<file path="src/rtl/vm_pkg.sv">
// Shared vending-machine definitions.
// Coin values and the change-dispenser state encoding.
package vm_pkg;

  localparam int COIN_NICKEL = 5;
  localparam int COIN_DIME   = 10;

  typedef enum logic [2:0] {
    CD_IDLE,
    CD_SEL,
    CD_EJ_D,
    CD_EJ_N,
    CD_DONE,
    CD_FAULT
  } cd_state_t;

endpackage

</file>
<file path="src/rtl/change_dispenser_eject_timer.sv">
// Ejector acknowledge watchdog.
// Flags expiry on the TMO-th consecutive enabled cycle.
module eject_timer #(
  parameter int TMO = 15
) (
  input  logic clk,
  input  logic reset,
  input  logic clear,
  input  logic enable,
  output logic expired
);

  localparam int W = $clog2(TMO + 1);
  localparam logic [W-1:0] LAST = W'(TMO - 1);

  logic [W-1:0] count;

  // count = cycles already spent waiting before the current one
  always_ff @(posedge clk or negedge reset) begin
    if (!reset) begin
      count <= '0;
    end else if (clear) begin
      count <= '0;
    end else if (enable && !expired) begin
      count <= count + W'(1);
    end
  end

  assign expired = enable && (count == LAST);

endmodule

</file>
<file path="src/rtl/change_dispenser.sv">
// Change dispenser: pays change as dimes then nickels.
// Handshakes each coin with the ejector and tracks stock.
module change_dispenser
  import vm_pkg::*;
#(
  parameter int CHANGE_W    = 5,
  parameter int CNT_W       = 6,
  parameter int NICKEL_INIT = 20,
  parameter int DIME_INIT   = 20,
  parameter int ACK_TMO     = 15
) (
  input  logic                clk,
  input  logic                reset,
  input  logic                dispense,
  input  logic [CHANGE_W-1:0] change,
  input  logic                eject_ack,
  input  logic                refill,
  output logic                eject_nickel,
  output logic                eject_dime,
  output logic                busy,
  output logic                done,
  output logic                fault,
  output logic                overrun,
  output logic [CHANGE_W-1:0] owed,
  output logic [CNT_W-1:0]    nickel_cnt,
  output logic [CNT_W-1:0]    dime_cnt
);

  localparam logic [CHANGE_W-1:0] C_N = CHANGE_W'(COIN_NICKEL);
  localparam logic [CHANGE_W-1:0] C_D = CHANGE_W'(COIN_DIME);
  localparam logic [CNT_W-1:0] N_INIT = CNT_W'(NICKEL_INIT);
  localparam logic [CNT_W-1:0] D_INIT = CNT_W'(DIME_INIT);
  localparam logic [CNT_W-1:0] ONE = CNT_W'(1);

  cd_state_t           state;
  cd_state_t           state_n;
  logic [CHANGE_W-1:0] owed_n;
  logic [CNT_W-1:0]    ncnt_n;
  logic [CNT_W-1:0]    dcnt_n;
  logic                in_ej;
  logic                expired;

  assign in_ej = (state == CD_EJ_D) || (state == CD_EJ_N);

  eject_timer #(
    .TMO(ACK_TMO)
  ) u_timer (
    .clk    (clk),
    .reset  (reset),
    .clear  (!in_ej),
    .enable (in_ej),
    .expired(expired)
  );

  // next state, owed and stock; refill overrides any ack decrement
  always_comb begin
    state_n = state;
    owed_n  = owed;
    ncnt_n  = nickel_cnt;
    dcnt_n  = dime_cnt;
    unique case (state)
      CD_IDLE: begin
        if (dispense) begin
          if (change >= C_N) begin
            state_n = CD_SEL;
            owed_n  = change;
          end else begin
            state_n = CD_DONE;
          end
        end
      end
      CD_SEL: begin
        unique case (1'b1)
          (owed >= C_D) && (dime_cnt != '0):
            state_n = CD_EJ_D;
          (owed >= C_N) && (nickel_cnt != '0)
            && !((owed >= C_D) && (dime_cnt != '0)):
            state_n = CD_EJ_N;
          (owed < C_N):
            state_n = CD_DONE;
          default:
            state_n = CD_FAULT;
        endcase
      end
      CD_EJ_D: begin
        if (eject_ack) begin
          owed_n  = owed - C_D;
          dcnt_n  = dime_cnt - ONE;
          state_n = CD_SEL;
        end else if (expired) begin
          state_n = CD_FAULT;
        end
      end
      CD_EJ_N: begin
        if (eject_ack) begin
          owed_n  = owed - C_N;
          ncnt_n  = nickel_cnt - ONE;
          state_n = CD_SEL;
        end else if (expired) begin
          state_n = CD_FAULT;
        end
      end
      CD_DONE: begin
        owed_n  = '0;
        state_n = CD_IDLE;
      end
      CD_FAULT: begin
        if (refill) begin
          owed_n  = '0;
          state_n = CD_IDLE;
        end
      end
      default: begin
        owed_n  = '0;
        state_n = CD_IDLE;
      end
    endcase
    if (refill) begin
      ncnt_n = N_INIT;
      dcnt_n = D_INIT;
    end
  end

  // FSM state, datapath and Moore outputs decoded ahead into flops
  always_ff @(posedge clk or negedge reset) begin
    if (!reset) begin
      state        <= CD_IDLE;
      owed         <= '0;
      nickel_cnt   <= N_INIT;
      dime_cnt     <= D_INIT;
      eject_dime   <= 1'b0;
      eject_nickel <= 1'b0;
      busy         <= 1'b0;
      done         <= 1'b0;
      fault        <= 1'b0;
      overrun      <= 1'b0;
    end else begin
      state        <= state_n;
      owed         <= owed_n;
      nickel_cnt   <= ncnt_n;
      dime_cnt     <= dcnt_n;
      eject_dime   <= (state_n == CD_EJ_D);
      eject_nickel <= (state_n == CD_EJ_N);
      busy         <= (state_n == CD_SEL) || (state_n == CD_EJ_D)
                   || (state_n == CD_EJ_N) || (state_n == CD_DONE);
      done         <= (state_n == CD_DONE);
      fault        <= (state_n == CD_FAULT);
      overrun      <= dispense && (state != CD_IDLE);
    end
  end

endmodule

</file>
<file path="config.mk">
export PLATFORM = sky130hd
export DESIGN_NAME = change_dispenser
export DESIGN_NICKNAME = d
export VERILOG_FILES = /design/src/rtl/vm_pkg.sv /design/src/rtl/change_dispenser_eject_timer.sv /design/src/rtl/change_dispenser.sv
export SDC_FILE = /design/constraint.sdc
export NUM_CORES = 1
export LEC_CHECK = 0
export CAP_MARGIN = 10
export CORE_ASPECT_RATIO = 1.2
export CORE_MARGIN = 1.5
export CORE_UTILIZATION = 49
export CTS_BUF_LIST = sky130_fd_sc_hd__clkbuf_2 sky130_fd_sc_hd__clkbuf_4 sky130_fd_sc_hd__clkbuf_8
export DETAILED_ROUTE_END_ITERATION = 7
export GPL_ROUTABILITY_DRIVEN = 0
export PLACE_DENSITY_LB_ADDON = 0.15
export SLEW_MARGIN = 20
export SYNTH_ARGS = -nofsm -noshare
export SYNTH_HDL_FRONTEND = slang
export SYNTH_SLANG_ARGS = --single-unit
</file>
<file path="constraint.sdc">
create_clock -name clk -period 1.9 [get_ports clk]
set_clock_uncertainty 0.2 [all_clocks]
set_input_delay 0.19 -clock clk [delete_from_list [all_inputs] [get_ports clk]]
set_output_delay 0.19 -clock clk [all_outputs]
set_load 0.005 [all_outputs]
</file>
==> impl_metrics.tcl, run 1 <==
set metrics [dict create \
    rsz0062_at_grt "true" \
    pre_cts_slack_ns -0.278 \
    dieHeight_microns 69.0 \
    finalSetupTns_ns -3.15 \
    timing.fmax_mhz 451 \
    syn-num-nets 210 \
    ys_types 44 \
    grt_max_degree 31 \
    layout_common_cells "46 x buf_4, 31 x clkdlybuf4s50_1, 24 x dfrtp_1" \
    areaGrowthSynthToFinish_pct 53.9 \
    syn-cell-area_sq_mm 0.00178 \
    drv_cap 0 \
    seq_area_frac_synth 0.425 \
    yosys-top-cells-area "dfrtp_1 37%, ha_1 7.0%, dfstp_2 5.9%, nor2_1 4.9%, xnor2_1 3.9%" \
    final_util 0.805 \
    routed_wirelength_mm 5.23 \
    power.total_mw 3.21 \
    fin_ws_ns -0.317 \
    grt_pass1_vias 1736 \
    max_slew_margin 0.737 \
    die_w_microns 58.0 \
    ys.flop_type "dfrtp_1" \
    yosysTopAreaCell "dfrtp_1" \
    cts_tree "done" \
    dr.first_iter.drc_count 85 \
    period_share 1.17 \
    final_max_slew_viol_count 0 \
    rows 23 \
    start_util 0.523 \
    vdd_drop_max_mv 0.726 \
    root_buffer "clkbuf_8" \
    critPathKind "flip-flop to flip-flop" \
    vias 1775 \
    port-buffer-count 32 \
    syn_inst 190 \
    async_flop_share 1.00 \
    antenna_left 0 \
    coreArea_sq_mm 0.00340 \
    clock_latency_ns 0.28 \
    synth_edf_count 0 \
    hold_viol 0 \
    pin_count 33 \
    tightest_slew_ns 0.395 \
    end_kind "flip-flop" \
    placed_area_sq_mm 0.00244 \
    grt-ovfl-total 0 \
    dpl.hpwl_mm 3.43 \
    cts_buffer_depth 2 \
    dieArea_sq_mm 0.00400 \
    p_per_area_mw_per_mm2 1170 \
    synth-warning-count 0 \
    h-tree-depth 2 \
    syn_avg_cell_area_sq_um 9.35 \
    grt_pass1_wl_mm 8.06 \
    synth_top_area_frac 0.366 \
    nets 292 \
    final_area_sq_mm 0.00273 \
    cts_made_buffers 5 \
    path_clk_slew_ns 0.07 \
    p_leak_nw 1.19 \
    fin_crit_ns 2.22 \
    drtPass1Iterations 6 \
    cts_sinks 30 \
    violations "setup timing" \
    drc 0 \
    final_common_cell "buf_4" \
    grtUsageTotal 0.268 \
    vias_per_cell 5.73 \
    finalSetupViolations 13 \
    wl_per_cell_microns 16.9 \
    status "complete, but fails checks" \
    cp.required_ns 1.86 \
    ys_seq_elements 30 \
    antenna_found_initial 0 \
    hp-class "input pin to asynchronous set/reset pin" \
    worstSetupStartpointType "flip-flop" \
    diodes 0 \
    drive_above_1_share 0.322 \
    cp_max_fo 5 \
    crit_arrival_ns 2.18 \
]
[timing repair]
item / CTS / global route
pin swaps: 17 / 13
buffers inserted: 7 / 5
hold buffers: 0 / 0
endpoints found under the setup margin: 12 / 14
cloned: 0 / 0
gates resized for setup: 8 / 20
[worst max-delay path: stages, from the launching register on]
cell and delay (ns):
dfrtp_2 0.43, inv_4 0.06, buf_6 0.12, ha_4 0.16
a2111oi_4 0.35, buf_4 0.21, o21ai_4 0.08, nand2_1 0.07
a311o_1 0.30, o21ai_1 0.11
[path summary, 6_finish.rpt]
kind | slack [ns] | cells after the start | end | start
min | 0.11 | 2 | owed[3]$_DFFE_PN0P_ | reset
max reg2reg | -0.32 | 9 | owed[3]$_DFFE_PN0P_ | owed[1]$_DFFE_PN0P_
max | -0.32 | 9 | owed[3]$_DFFE_PN0P_ | owed[1]$_DFFE_PN0P_
min reg2reg | 0.38 | 2 | nickel_cnt[2]$_DFFE_PN1P_ | nickel_cnt[2]$_DFFE_PN1P_
max in group asynchronous | 1.07 | 2 | dime_cnt[4]$_DFFE_PN1P_ | reset
min in group clk | 0.38 | 2 | nickel_cnt[2]$_DFFE_PN1P_ | nickel_cnt[2]$_DFFE_PN1P_
[where the power goes]
group          switching [mW]  internal [mW]  leakage (nW)
Combinational           0.830          0.935         0.746
Sequential              0.124          0.765         0.392
Clock                   0.252          0.306        0.0517
[cell type report]
class	instances	area [sq um]
timing repair buffer	83	732
clock inverter	1	5.00
inverter	13	51.3
multi-input combinational	139	1050
clock buffer	7	90.1
sequential	30	758
fill	217	662
tap	37	46.3
[Yosys cell counts, drive strengths merged, types with 2 or more instances]
cell type	count
dfrtp	26
nor2	23
nand2	16
a21oi	13
inv	13
ha	10
o21ai	10
xnor2	8
nor3	6
xor2	6
nand2b	5
buf	4
clkbuf	4
dfstp	4
nand3	4
a211oi	3
a22oi	3
and3	3
o22a	3
a311o	2
a311oi	2
a31oi	2
mux2i	2
nor3b	2
o21bai	2
o32a	2
[routing by layer]
layer / wire length (microns) / track usage / up-vias
li1: - / - / 828
met1: 2070 / 0.315 / 859
met2: 2770 / 0.479 / 75
met3: 267 / 0.0485 / 13
met4: 122 / 0.119 / 0
met5: 0 / 0 / -
[kinds of logic (layout without fill, tap and decap cells)]
group / Yosys count / count (layout) / synth area share
xor gates and xnor gates: 14 / 14 / 0.0690
and+or+nand+nor: 64 / 64 / 0.178
AOI/OAI and AO/OA: 48 / 48 / 0.184
buffers and inverters: 21 / 104 / 0.0556
adders and majority gates: 10 / 10 / 0.0704
muxes: 3 / 3 / 0.0176
DFF: 30 / 30 / 0.425
[metrics by stage]
stage / hold WS [ns] / instances
2_1_floorplan: -0.306 / 190
3_3_place_gp: 0.347 / 291
3_5_place_dp: 0.359 / 291
4_1_cts: 0.117 / 306
5_1_grt: 0.139 / 310
6_report: 0.105 / 310
[flip-flops by register name, summed over array words and instances (netlist names)]
register,flops
u_timer.count,4
nickel_cnt,6
dime_cnt,6
state,3
fault,1
overrun,1
busy,1
eject_nickel,1
owed,5
done,1
eject_dime,1
(Power assumes the default switching activity.)
==> run 2: changes to the inputs <==
--- a/config.mk
+++ b/config.mk
@@ -5,6 +5,7 @@
 export SDC_FILE = /design/constraint.sdc
 export NUM_CORES = 1
 export LEC_CHECK = 0
+export ABC_AREA = 1
 export CAP_MARGIN = 10
 export CORE_ASPECT_RATIO = 1.2
 export CORE_MARGIN = 1.5
==> impl_metrics.tcl, run 2 <==
set metrics [dict create \
    r2r_slack_ns 0.08 \
    antenna_found_initial 0 \
    ys_seq_elements 30 \
    tightest_slew_ns 0.394 \
    ys.flop_type "dfrtp_1" \
    seq_area_frac_synth 0.417 \
    vdd_drop_max_mv 0.743 \
    vias 1740 \
    h-tree-depth 2 \
    layout_common_cells "50 x nand2_1, 32 x clkdlybuf4s50_1, 25 x inv_1" \
    largest_registers "dime_cnt x6, nickel_cnt x6, owed x5" \
    synth_top_area_frac 0.359 \
    period_share 0.958 \
    dieHeight_microns 69.7 \
    final_util 0.670 \
    critPathLaunch "owed[2]$_DFFE_PN0P_" \
    async_flop_share 1.00 \
    antenna_left 0 \
    cp_slowest_stage_delay_ns 0.44 \
    port-buffer-count 32 \
    syn-num-nets 260 \
    cp_max_fo 5 \
    root_buffer "clkbuf_8" \
    grtUsageTotal 0.219 \
    ys_types 28 \
    power.total_mw 3.39 \
    netlist_top_cells_count "56 x nand2_1, 31 x inv_1, 26 x dfrtp_1, 24 x nand3_1, 24 x nor2_1" \
    top_layer "met4" \
    grt_pass1_vias 1689 \
    crit_arrival_ns 1.78 \
    status "completed" \
    cts_made_buffers 5 \
    synth_most_common_cell "nand2_1" \
    drv_cap 0 \
    yosys-top-cells-area "dfrtp_1 36%, nand2_1 12%, ha_1 6.9%, nand3_1 6.6%, inv_1 6.4%" \
    final_max_slew_viol_count 0 \
    rows 24 \
    vias_per_cell 5.29 \
    syn_avg_cell_area_sq_um 7.56 \
    end_kind "flip-flop" \
    final_common_cell "nand2_1" \
    grt_max_degree 31 \
    path_clk_slew_ns 0.07 \
    timing.rr.start "owed[2]$_DFFE_PN0P_" \
    multi_input_area_sq_um 978 \
    cp.required_ns 1.86 \
    worstSetupStartpointType "flip-flop" \
    worst_path_most_repeated_cell "nand2_1" \
    path_cells "buf_4 -> ha_1 -> inv_2 -> nand4_1 -> nand2_2 -> nand2_4 -> a21boi_4 -> nand2_1 -> nand2_1 -> nand2_1" \
    wl_per_cell_microns 12.8 \
    cts_sinks 30 \
    cts_buffer_depth 2 \
    wl_met2_mm 2.16 \
    nets 309 \
    n_fill_cell 305 \
    routed_wirelength_mm 4.20 \
    drc 0 \
    p_leak_nw 1.18 \
    grt-ovfl-total 0 \
    start_util 0.503 \
    dpl.hpwl_mm 3.01 \
    grt_pass1_wl_mm 6.96 \
    yosysTopAreaCell "dfrtp_1" \
    cp_slowest_cell "dfrtp_2" \
    synth-warning-count 0 \
    dr_wl_met3_microns 134 \
    areaGrowthSynthToFinish_pct 33.2 \
    dieArea_sq_mm 0.00408 \
    dr.first_iter.drc_count 85 \
    diodes 0 \
    coreArea_sq_mm 0.00360 \
    syn-cell-area_sq_mm 0.00181 \
    clock_latency_ns 0.27 \
    syn_inst 240 \
    final-seq-area_sq_um 759 \
    hold_viol 0 \
    finalSetupViolations 0 \
    drtPass1Iterations 4 \
    pin_count 33 \
    cts_hold_buf 0 \
    drive_above_1_share 0.231 \
    die_w_microns 58.5 \
    cts_tree "done" \
    critPathKind "flip-flop to flip-flop" \
    max_slew_margin 0.737 \
    hp-class "input pin to asynchronous set/reset pin" \
    wl_met1_mm 1.83 \
    p_per_area_mw_per_mm2 1400 \
    synth_edf_count 0 \
    fin_crit_ns 1.82 \
    timing.fmax_mhz 549 \
]
[run 2: cell count changes after synthesis, sizes merged, moves of 5 or more]
| cell | previous run | this run |
|---|---|---|
| inv | 13 | 38 |
| nand3 | 4 | 24 |
| xor2 | 6 | 1 |
| xnor2 | 8 | 1 |
| nand2 | 16 | 61 |
| o21ai | 10 | 17 |
| nand2b | 5 | 0 |
[run 2: area by class of cell]
type                            instances  area share
Tap cell                               39      0.0202
Sequential cell                        30       0.314
Multi-Input combinational cell        172       0.405
Timing Repair Buffer                   42       0.164
Clock buffer                            8      0.0378
Inverter                               38      0.0590
[run 2: worst paths after layout]
check                                          end  depth (start not counted)
setup reg to reg                    busy$_DFF_PN0_                         10
max in group asynchronous  dime_cnt[2]$_DFFE_PN1P_                          2
min in group clk           dime_cnt[4]$_DFFE_PN1P_                          2
hold reg to reg            dime_cnt[4]$_DFFE_PN1P_                          2
setup / recovery                    busy$_DFF_PN0_                         10
hold / removal                 owed[1]$_DFFE_PN0P_                          2
[run 2: cell families after synthesis]
family | share of synthesized area
compound gates | 0.113
simple gates | 0.313
xor+xnor | 0.00966
buf+inv | 0.0786
flops | 0.417
fa+ha+maj | 0.0690
[run 2: repair_timing]
| item | CTS | global route |
|---|---|---|
| resized for setup | 0 | 26 |
| setup endpoints to repair | 0 | 7 |
| endpoints found under the hold margin | 0 | 0 |
| setup buffers | 0 | 4 |
[run 2: worst max-delay path: cells and delay by family, from the launching register on]
kind / cells / cell delay (ns)
AO/OA/AOI/OAI: 1 / 0.18
adder cells (fa/ha/maj): 1 / 0.18
buffers and inverters: 2 / 0.21
flip-flops: 1 / 0.44
AND/OR/NAND/NOR: 6 / 0.49
[run 2: per-layer routing]
metal  track usage  vias up
li1              -      875
met1         0.255      812
met2         0.383       45
met3        0.0336        8
met4        0.0982        0
met5             0        -
[run 2: metrics by stage]
| step | hold slack [ns] | TNS (ns) | std cells | cell area [sq um] | setup slack [ns] |
|---|---|---|---|---|---|
| after global placement | 0.309 | 0 | 317 | 2230 | 0.0492 |
| after floorplan | -0.306 | 0 | 240 | 1810 | 0.184 |
| after detailed placement | 0.313 | 0 | 317 | 2230 | 0.0328 |
| final | 0.116 | 0 | 329 | 2420 | 0.0792 |
| after global routing | 0.164 | -0.0385 | 329 | 2420 | -0.0280 |
| after CTS | 0.123 | 0 | 325 | 2320 | 0.00920 |
[run 2: power breakdown]
| group | switching (mW) | leakage [nW] | internal [mW] |
|---|---|---|---|
| sequential | 0.193 | 0.384 | 0.848 |
| clock | 0.225 | 0.0498 | 0.303 |
| combinational | 1.01 | 0.745 | 0.813 |
